File: config.mk
export PLATFORM = sky130hd
export DESIGN_NAME = mac_reg_arbiter
export DESIGN_NICKNAME = d
export VERILOG_FILES = /design/src/rtl/mac_reg_arbiter.sv
export SDC_FILE = /design/constraint.sdc
export NUM_CORES = 1
export LEC_CHECK = 0
export CAP_MARGIN = 25
export CORE_ASPECT_RATIO = 1.25
export CORE_MARGIN = 2
export CORE_UTILIZATION = 32
export CTS_CLUSTER_SIZE = 16
export DETAILED_ROUTE_END_ITERATION = 7
export REMOVE_ABC_BUFFERS = 1
export SYNTH_ARGS = -nofsm -noshare
export SYNTH_HDL_FRONTEND = slang
export SYNTH_SLANG_ARGS = --single-unit
File: constraint.sdc
create_clock -name clk_hifreq -period 2 [get_ports clk_hifreq]
set_clock_uncertainty 0.05 [all_clocks]
set_input_delay 0.5 -clock clk_hifreq [delete_from_list [all_inputs] [get_ports clk_hifreq]]
set_output_delay 0.5 -clock clk_hifreq [all_outputs]
set_load 0.1 [all_outputs]
File: src/rtl/mac_reg_arbiter.sv
// Round-robin arbiter sharing the MAC register port between the eth0 config
// sequencer (req0) and the stats poller (req1), with a busy-stall timeout.
module mac_reg_arbiter #(
  parameter int ADDR_W         = 8,
  parameter int DATA_W         = 32,
  parameter int TIMEOUT_CYCLES = 1024
) (
  input  logic              clk_hifreq,
  input  logic              rst,
  input  logic              req0,
  input  logic              req1,
  input  logic              we0,
  input  logic              we1,
  input  logic [ADDR_W-1:0] addr0,
  input  logic [ADDR_W-1:0] addr1,
  input  logic [DATA_W-1:0] wdata0,
  input  logic [DATA_W-1:0] wdata1,
  output logic              done0,
  output logic              done1,
  output logic              err0,
  output logic              err1,
  output logic [DATA_W-1:0] rdata0,
  output logic [DATA_W-1:0] rdata1,
  output logic [ADDR_W-1:0] reg_addr,
  output logic [DATA_W-1:0] data_out,
  output logic              wren,
  output logic              rden,
  input  logic [DATA_W-1:0] data_in,
  input  logic              busy
);

  localparam int CNT_W = (TIMEOUT_CYCLES > 2) ? $clog2(TIMEOUT_CYCLES) : 1;

  typedef enum logic [1:0] {IDLE, ISSUE, COMPLETE} state_e;

  state_e              state_q, state_d;
  logic                gnt_q, gnt_d;
  logic                last_q, last_d;
  logic                we_q, we_d;
  logic [ADDR_W-1:0]   addr_q, addr_d;
  logic [DATA_W-1:0]   wdata_q, wdata_d;
  logic [CNT_W-1:0]    cnt_q, cnt_d;
  logic                abandon_q, abandon_d;
  logic [DATA_W-1:0]   rdata0_q, rdata0_d;
  logic [DATA_W-1:0]   rdata1_q, rdata1_d;
  logic                sel;

  always_ff @(posedge clk_hifreq or negedge rst) begin
    if (!rst) begin
      state_q   <= IDLE;
      gnt_q     <= 1'b0;
      last_q    <= 1'b1;
      we_q      <= 1'b0;
      addr_q    <= '0;
      wdata_q   <= '0;
      cnt_q     <= '0;
      abandon_q <= 1'b0;
      rdata0_q  <= '0;
      rdata1_q  <= '0;
    end else begin
      state_q   <= state_d;
      gnt_q     <= gnt_d;
      last_q    <= last_d;
      we_q      <= we_d;
      addr_q    <= addr_d;
      wdata_q   <= wdata_d;
      cnt_q     <= cnt_d;
      abandon_q <= abandon_d;
      rdata0_q  <= rdata0_d;
      rdata1_q  <= rdata1_d;
    end
  end

  always_comb begin
    state_d   = state_q;
    gnt_d     = gnt_q;
    last_d    = last_q;
    we_d      = we_q;
    addr_d    = addr_q;
    wdata_d   = wdata_q;
    cnt_d     = cnt_q;
    abandon_d = abandon_q;
    rdata0_d  = rdata0_q;
    rdata1_d  = rdata1_q;
    // On a tie the requester that did not win last time is chosen
    sel       = (req0 && req1) ? ~last_q : req1;
    case (state_q)
      IDLE: begin
        if (req0 || req1) begin
          gnt_d   = sel;
          last_d  = sel;
          we_d    = sel ? we1 : we0;
          addr_d  = sel ? addr1 : addr0;
          wdata_d = sel ? wdata1 : wdata0;
          state_d = ISSUE;
        end
      end
      ISSUE: begin
        if (!busy) begin
          if (!we_q) begin
            if (gnt_q) rdata1_d = data_in;
            else       rdata0_d = data_in;
          end
          state_d = COMPLETE;
        end else if (cnt_q == CNT_W'(TIMEOUT_CYCLES - 1)) begin
          abandon_d = 1'b1;
          state_d   = COMPLETE;
        end else begin
          cnt_d = cnt_q + CNT_W'(1);
        end
      end
      COMPLETE: begin
        cnt_d     = '0;
        abandon_d = 1'b0;
        state_d   = IDLE;
      end
      default: state_d = IDLE;
    endcase
  end

  always_comb begin
    wren     = (state_q == ISSUE) &&  we_q;
    rden     = (state_q == ISSUE) && !we_q;
    done0    = (state_q == COMPLETE) && !gnt_q;
    done1    = (state_q == COMPLETE) &&  gnt_q;
    err0     = done0 && abandon_q;
    err1     = done1 && abandon_q;
    reg_addr = addr_q;
    data_out = wdata_q;
    rdata0   = rdata0_q;
    rdata1   = rdata1_q;
  end

endmodule

==> results of run 1 <==
==> through the flow <==
stage,cells,TNS (ns)
2_1_floorplan,382,-205.78
3_5_place_dp,844,-15.00
3_3_place_gp,844,-12.04
4_1_cts,877,-0.0496
6_report,880,0
5_1_grt,880,-0.0573
==> synth_stat cells (2+ instances only) <==
cell type    n  area, um^2
nor3_1       4        20.0
clkbuf_1    10        37.5
nand3b_1     2        15.0
a21oi_1      3        15.0
mux2i_1     45         450
o21ai_0     46         230
nand3_1      3        15.0
buf_2       11        55.1
mux2_1       2        22.5
a31oi_1      3        18.8
dfrtp_1    119        2980
or3_1        2        12.5
mux2_2      62         698
nand4_1      3        18.8
nor2b_1      2        12.5
inv_1        3        11.3
and2_1       2        12.5
nand2_1     53         199
nand2b_1     2        12.5
nor2_1       9        33.8
o41ai_1      2        17.5
==> critical path, cell delays in order (launching register included) <==
cell,delay (ns)
dfrtp_2,0.43
nand2b_4,0.16
nor2_4,0.10
and2_4,0.16
buf_12,0.16
==> routing by layer <==
metal | part of all wire | global-route usage | up-vias
met5 | 0 | 0 | -
met1 | 0.36 | 0.202 | 2028
met2 | 0.57 | 0.336 | 120
li1 | - | - | 1932
met4 | 0.026 | 0.0858 | 0
met3 | 0.049 | 0.0528 | 27
==> state kept, by name, summed over array words and instances, names as in the netlist <==
name and cells:
rdata0 32, cnt_q 10, reg_addr 8, we_q 1, state_q 2, gnt_q 1
last_q 1, data_out 32, abandon_q 1, rdata1 32
==> final cells by class <==
| cell class | count | area share |
|---|---|---|
| clock buffer | 20 | 0.0480 |
| tap | 212 | 0.0279 |
| antenna | 1 | 0.000263 |
| timing repair buffer | 254 | 0.386 |
| multi-input combinational | 259 | 0.210 |
| sequential | 120 | 0.316 |
| clock inverter | 11 | 0.0106 |
| inverter | 3 | 0.00118 |
==> cell usage in the layout (no fill, tap or decap), drive strengths merged, types with 3 or more instances in the layout <==
master,synthesis,routed
mux2,64,64
clkinvlp,0,4
a21oi,3,3
nand4,3,3
inv,3,3
o21ai,47,47
nand3,3,3
clkinv,0,6
buf,11,137
nand2,53,53
nor3,4,4
nor2,10,10
clkdlybuf4s50,0,117
clkbuf,10,20
mux2i,45,45
nand2b,3,3
a31oi,3,3
dfrtp,119,119
==> how the worst min path moves through the flow <==
stage | depth (start not counted) | end | from | slack (ns)
5_1_grt | 1 | rdata1[1] | rst | 0.06
3_5_place_dp | 2 | abandon_q | abandon_q | 0.44
2_1_floorplan | 0 | abandon_q | rst | 0.15
4_1_cts | 1 | rdata1[1] | rst | 0.05
6_report | 1 | rdata1[1] | rst | 0.04
3_3_place_gp | 2 | abandon_q | abandon_q | 0.44
==> repair_timing <==
item                                    4_1_cts  5_1_grt
endpoints found under the setup margin        6        6
gates resized for setup                       8        6
buffers inserted                              2        2
gates cloned                                  0        0
hold endpoints to repair                      0        0
pin swaps                                     2        0
==> cells by family (layout without fill, tap and decap cells) <==
family          after synthesis  after routing
flops                       120            120
mux                         109            109
simple gates                 89             89
compound gates               60             60
buf+inv                      24            288
fa+ha+maj                     1              1
other cells                   0              1
==> results.toml, run 1 <==
[run_status]
status = "completed"

[yosys]
ys.flop_type = "dfrtp_1"
ys_ff_latch = 120
synth_area_per_cell_um2 = 12.5
yosysSeqAreaShare = 0.596
synth_xor_area_frac = 0
synth_fa_ha_area_frac = 0.00248
muxShareOfSynthArea = 0.232
synth_top_family_by_area = "multiplexers"
synth_cell_types = 36
yosys_warnings = 0
synthCells = 403
synth_edf_count = 0
synth-compound-area-share = 0.0653
netlist_area_um2 = 5040
synthArstFlopShare = 1.00
synth-simple-area-share = 0.0832

[clocking]
cts_hold_buffers = 0
clock_latency_ns = 0.41
clkSinkCount = 120
cts_buffer_depth = 2
cts_buffers = 17
clock-root-buffer = "clkbuf_16"
htreeDepth = 4
cts_tree = "built"
path_clk_slew_ns = 0.06

[critical_path]
worstPathArrival_ns = 1.43
crit_start = "state_q[0]"
r2r-end = "gnt_q"
cp_max_fo = 3
r2r_setup_slack_ns = 0.17
endpoint_kind = "primary output"
crit_required_ns = 1.45
crit_end = "err0"
r2r_start = "state_q[0]"
crit_type = "reg -> out"
r2r_cells = 6
startpoint_type = "register"

[floorplanning]
pin_count = 229
initial_core_util = 0.325
die_h_um = 144
rows = 51
die_x_um = 116
core_area_um2 = 15500
dieArea_um2 = 16800

[sta]
finalCritPeriodShare = 0.988
tightestPinTransition_ns = 0.600
final_critical_path_setup_slack_ns = 0.0235
holdWs_ns = 0.0396
rsz0062_at_grt = "yes"
hold_viol = 0
relSlewSlack = 0.600
fin_crit_ns = 1.98
final_max_slew_viol_count = 0
clock.fmax_mhz = 506
setup_violations = 0

[drt]
drc_errors = 0
routedWlPerCell_um = 17.0
vias = 4107
wirelength_um = 15000
vias_per_cell = 4.67
drt_iter0_drc = 91
drtPass1Iterations = 4
antenna_left = 0

[worst_hold_path]
hold_path.class = "in -> async"

[finish]
n_fill_cell = 1223
multi_input_area_um2 = 2000
final_area_um2 = 9520
seq_area_um2 = 3010
syn_to_final_growth_pct = 89.0
utilization = 0.614
fin_nets = 775
drive_gt1_frac = 0.366

[placed_design]
gp_congestion = 0.792
pre_cts_ws_ns = -0.258
numPortBuffers = 228
dp.final_hpwl_um = 11500
place_area_um2 = 8880

[global_routing]
grt_max_degree = 44
grt_pass1_wl_um = 23400
antenna_found_initial = 1
grt-ovfl-total = 0
track_usage = 0.187
grt_pass1_vias = 4363

[job]
cap_violations = 0
Power of run 1 is not shown: default switching activity piles up to over one toggle a cycle in this logic, so the estimate is an artifact.
==> run 2: changes to the inputs <==
--- a/config.mk
+++ b/config.mk
@@ -7,7 +7,6 @@
 export LEC_CHECK = 0
 export CAP_MARGIN = 25
 export CORE_ASPECT_RATIO = 1.25
-export CORE_MARGIN = 2
 export CORE_UTILIZATION = 32
 export CTS_CLUSTER_SIZE = 16
 export DETAILED_ROUTE_END_ITERATION = 7
==> results.toml, run 2 (synthesis gave the netlist of run 1 again) <==
[critical_path]
cp_max_fo = 6
worstPathArrival_ns = 1.44
crit_required_ns = 1.45
crit_slowest_cell = "dfrtp_2"
r2r_start = "state_q[1]"
crit_start = "state_q[0]"
crit_type = "reg -> out"
startpoint_type = "register"
crit_chain = "nand2b_4 -> nor2_4 -> and2_4 -> buf_12"
endpoint_kind = "primary output"
max_stage_delay_ns = 0.45

[finish]
final_cell_mix = "dfrtp_1 (117), clkdlybuf4s50_1 (117), buf_12 (116)"
syn_to_final_growth_pct = 89.9
drive_gt1_frac = 0.365
diodes = 0
utilization = 0.630
n_fill_cell = 1168
fin_nets = 787
final_area_um2 = 9570
instances_no_fill = 884

[global_routing]
grt_pass1_wl_um = 22800
grt_use_met1 = 0.195
antenna_found_initial = 0
grt_max_degree = 70
grt_use_met3 = 0.0711
grt_pass1_vias = 4459
grtUsageMet2 = 0.314
busiest_layer = "met2"
track_usage = 0.185
grt-ovfl-total = 0

[clocking]
clkSinkCount = 120
clock-root-buffer = "clkbuf_16"
cts_buffers = 17
cts_tree = "built"
clock_latency_ns = 0.41
path_clk_slew_ns = 0.05
cts_buffer_depth = 2
htreeDepth = 4

[run_status]
status = "completed"

[placed_design]
dp.final_hpwl_um = 10800
gp_congestion = 0.781
numPortBuffers = 228
place_area_um2 = 8920
placed_cells = 849

[drt]
vias = 4147
wirelength_um = 13800
drt_iter0_drc = 87
antenna_left = 0
drc_errors = 0
drtPass1Iterations = 4
routedWlPerCell_um = 15.7
vias_per_cell = 4.69

[floorplanning]
die_x_um = 114
core_area_um2 = 15200
rows = 50
initial_core_util = 0.332
die_h_um = 142
pin_count = 229
dieArea_um2 = 16300

[worst_hold_path]
hold_path.class = "in -> async"

[sta]
finalCritPeriodShare = 0.994
rsz0062_at_grt = "yes"
fin_crit_ns = 1.99
setup_tns_ns = 0
final_max_slew_viol_count = 0
relSlewSlack = 0.734
hold_viol = 0
setup_violations = 0
clock.fmax_mhz = 503
tightestPinTransition_ns = 0.396

[job]
cap_violations = 0
[run 2: through the flow]
| stage | hold WS (ns) | setup slack [ns] |
|---|---|---|
| 2_1_floorplan | 0.154 | -3.65 |
| 3_3_place_gp | 0.338 | -0.216 |
| 3_5_place_dp | 0.338 | -0.224 |
| 4_1_cts | 0.452 | -0.0200 |
| 5_1_grt | 0.481 | -0.0563 |
| 6_report | 0.460 | 0.0129 |
[run 2: final timing paths]
kind | slack, ns | end | cells after the start
worst min register to register | 0.47 | abandon_q | 2
min in group clk_hifreq | 0.47 | abandon_q | 2
worst max-delay path | 0.01 | err0 | 4
worst min-delay path | 0.46 | rdata0[18] | 2
worst max register to register | 0.20 | cnt_q[8] | 5
max in group asynchronous | 0.88 | rdata0[0] | 3
[run 2: area by class of cell]
class / instances / area, um^2 / area share
sequential: 120 / 3010 / 0.314
multi-input combinational: 259 / 2000 / 0.209
timing repair buffer: 266 / 3740 / 0.391
clock inverter: 4 / 70.1 / 0.00732
tap: 208 / 260 / 0.0272
inverter: 3 / 11.3 / 0.00118
clock buffer: 24 / 482 / 0.0503
[run 2: routing by layer]
| metal | up-vias | part of all wire |
|---|---|---|
| met5 | - | 0 |
| met1 | 1985 | 0.36 |
| met3 | 32 | 0.090 |
| met4 | 0 | 0.037 |
| met2 | 184 | 0.52 |
| li1 | 1946 | - |
[run 2: critical path: cells and delay by family (launching register included)]
family / cells / cell delay (ns)
and+or+nand+nor: 3 / 0.40
DFF: 1 / 0.45
buffers and inverters: 1 / 0.16
[run 2: repair_timing]
item,4_1_cts,5_1_grt
setup buffers,2,4
pin swaps,0,1
setup endpoints to repair,6,5
resized for setup,10,2
hold buffers,1,0
hold endpoints to repair,12,0
Power of run 2 is left out for the same reason.
==> run 3: changes to the inputs <==
--- a/config.mk
+++ b/config.mk
@@ -10,7 +10,6 @@
 export CORE_UTILIZATION = 32
 export CTS_CLUSTER_SIZE = 16
 export DETAILED_ROUTE_END_ITERATION = 7
-export REMOVE_ABC_BUFFERS = 1
 export SYNTH_ARGS = -nofsm -noshare
 export SYNTH_HDL_FRONTEND = slang
 export SYNTH_SLANG_ARGS = --single-unit
==> results.toml, run 3 (synthesis gave the netlist of run 1 again) <==
[run_status]
status = "completed"

[critical_path]
crit_slowest_cell = "dfrtp_2"
crit_required_ns = 1.45
max_stage_delay_ns = 0.46
startpoint_type = "register"
endpoint_kind = "primary output"
crit_type = "reg -> out"
worst-path-buf-inv = 1
cpLargestDelayFamily = "flip-flops"
worstPathArrival_ns = 1.43
crit_chain = "nand2b_4 -> nor2_4 -> buf_12"
cp_max_fo = 8

[finish]
diodes = 0
final_area_um2 = 9550
seq_area_um2 = 3010
syn_to_final_growth_pct = 89.5
multi_input_area_um2 = 2000
drive_gt1_frac = 0.361
final_cell_mix = "dfrtp_1 (117), clkdlybuf4s50_1 (117), buf_12 (117)"
fin_nets = 776
n_fill_cell = 1188
utilization = 0.628

[sta]
setup_violations = 0
hold_viol = 0
setup_tns_ns = 0
final_max_slew_viol_count = 0
relSlewSlack = 0.686
tightestPinTransition_ns = 0.468
clock.fmax_mhz = 505
final_critical_path_setup_slack_ns = 0.0187
fin_crit_ns = 1.98
rsz0062_at_grt = "yes"
finalCritPeriodShare = 0.991

[clocking]
htreeDepth = 4
path_clk_slew_ns = 0.05
cts_tree = "built"
cts_buffer_depth = 2
cts_buffers = 17
clkSinkCount = 120
clock_latency_ns = 0.40
clock-root-buffer = "clkbuf_16"

[placed_design]
pre_cts_ws_ns = -0.221
gp_congestion = 0.757
numPortBuffers = 228
place_area_um2 = 8860
dp.final_hpwl_um = 10400

[floorplanning]
rows = 50
die_x_um = 114
core_area_um2 = 15200
pin_count = 229
die_h_um = 142
initial_core_util = 0.332
dieArea_um2 = 16300

[drt]
routedWlPerCell_um = 15.6
vias = 4070
drc_errors = 0
drtPass1Iterations = 4
antenna_left = 0
drt_iter0_drc = 104
vias_per_cell = 4.65
wirelength_um = 13600

[global_routing]
grt_pass1_wl_um = 22100
grt_pass1_vias = 4292
track_usage = 0.178
grt_max_degree = 71
grt-ovfl-total = 0
antenna_found_initial = 0

[yosys]
synth_nets = 523

[job]
cap_violations = 0

[worst_hold_path]
hold_path.class = "in -> async"
## run 3: repair_timing
action | in CTS | in global routing
pin swaps | 2 | 1
hold buffers | 1 | 0
gates resized for setup | 6 | 1
setup endpoints to repair | 6 | 5
hold endpoints to repair | 14 | 0
setup buffers | 4 | 4
## run 3: worst reg2reg max path: cells and delay by family, from the launching register on
kind,cells,cell delay (ns)
DFF,1,0.44
and+or+nand+nor,3,0.33
buffers and inverters,3,0.53
muxes,1,0.37
## run 3: metrics by stage
stage,cells,hold WS [ns]
after floorplan,403,0.154
after global placement,836,0.346
after detailed placement,836,0.345
after CTS,871,0.453
after global routing,875,0.480
final,875,0.462
## run 3: final timing paths
path	slack (ns)	start	cells after the start	to
setup / recovery	0.02	state_q[1]	3	rden
min in group clk_hifreq	0.47	cnt_q[0]	1	cnt_q[0]
setup reg to reg	0.18	state_q[0]	7	rdata1[16]
hold / removal	0.46	rst	2	data_out[7]
hold reg to reg	0.47	cnt_q[0]	1	cnt_q[0]
max in group asynchronous	0.79	rst	3	rdata0[3]
## run 3: layer usage
layer | share of wire | GRT usage | up-vias | routed length (um)
met1 | 0.40 | 0.207 | 1937 | 5420
met4 | 0.017 | 0.0738 | 0 | 230
met5 | 0 | 0 | - | 0
met2 | 0.49 | 0.290 | 196 | 6660
li1 | - | - | 1923 | -
met3 | 0.097 | 0.0737 | 14 | 1330
## run 3: cell type report
class / instances / share of cell area
clock inverters: 7 / 0.0124
well taps: 208 / 0.0272
repair buffers: 255 / 0.385
inverters: 3 / 0.00118
flip-flops and latches: 120 / 0.315
clock buffers: 23 / 0.0500
multi-input cells: 259 / 0.210
Power of run 3 is left out for the same reason.
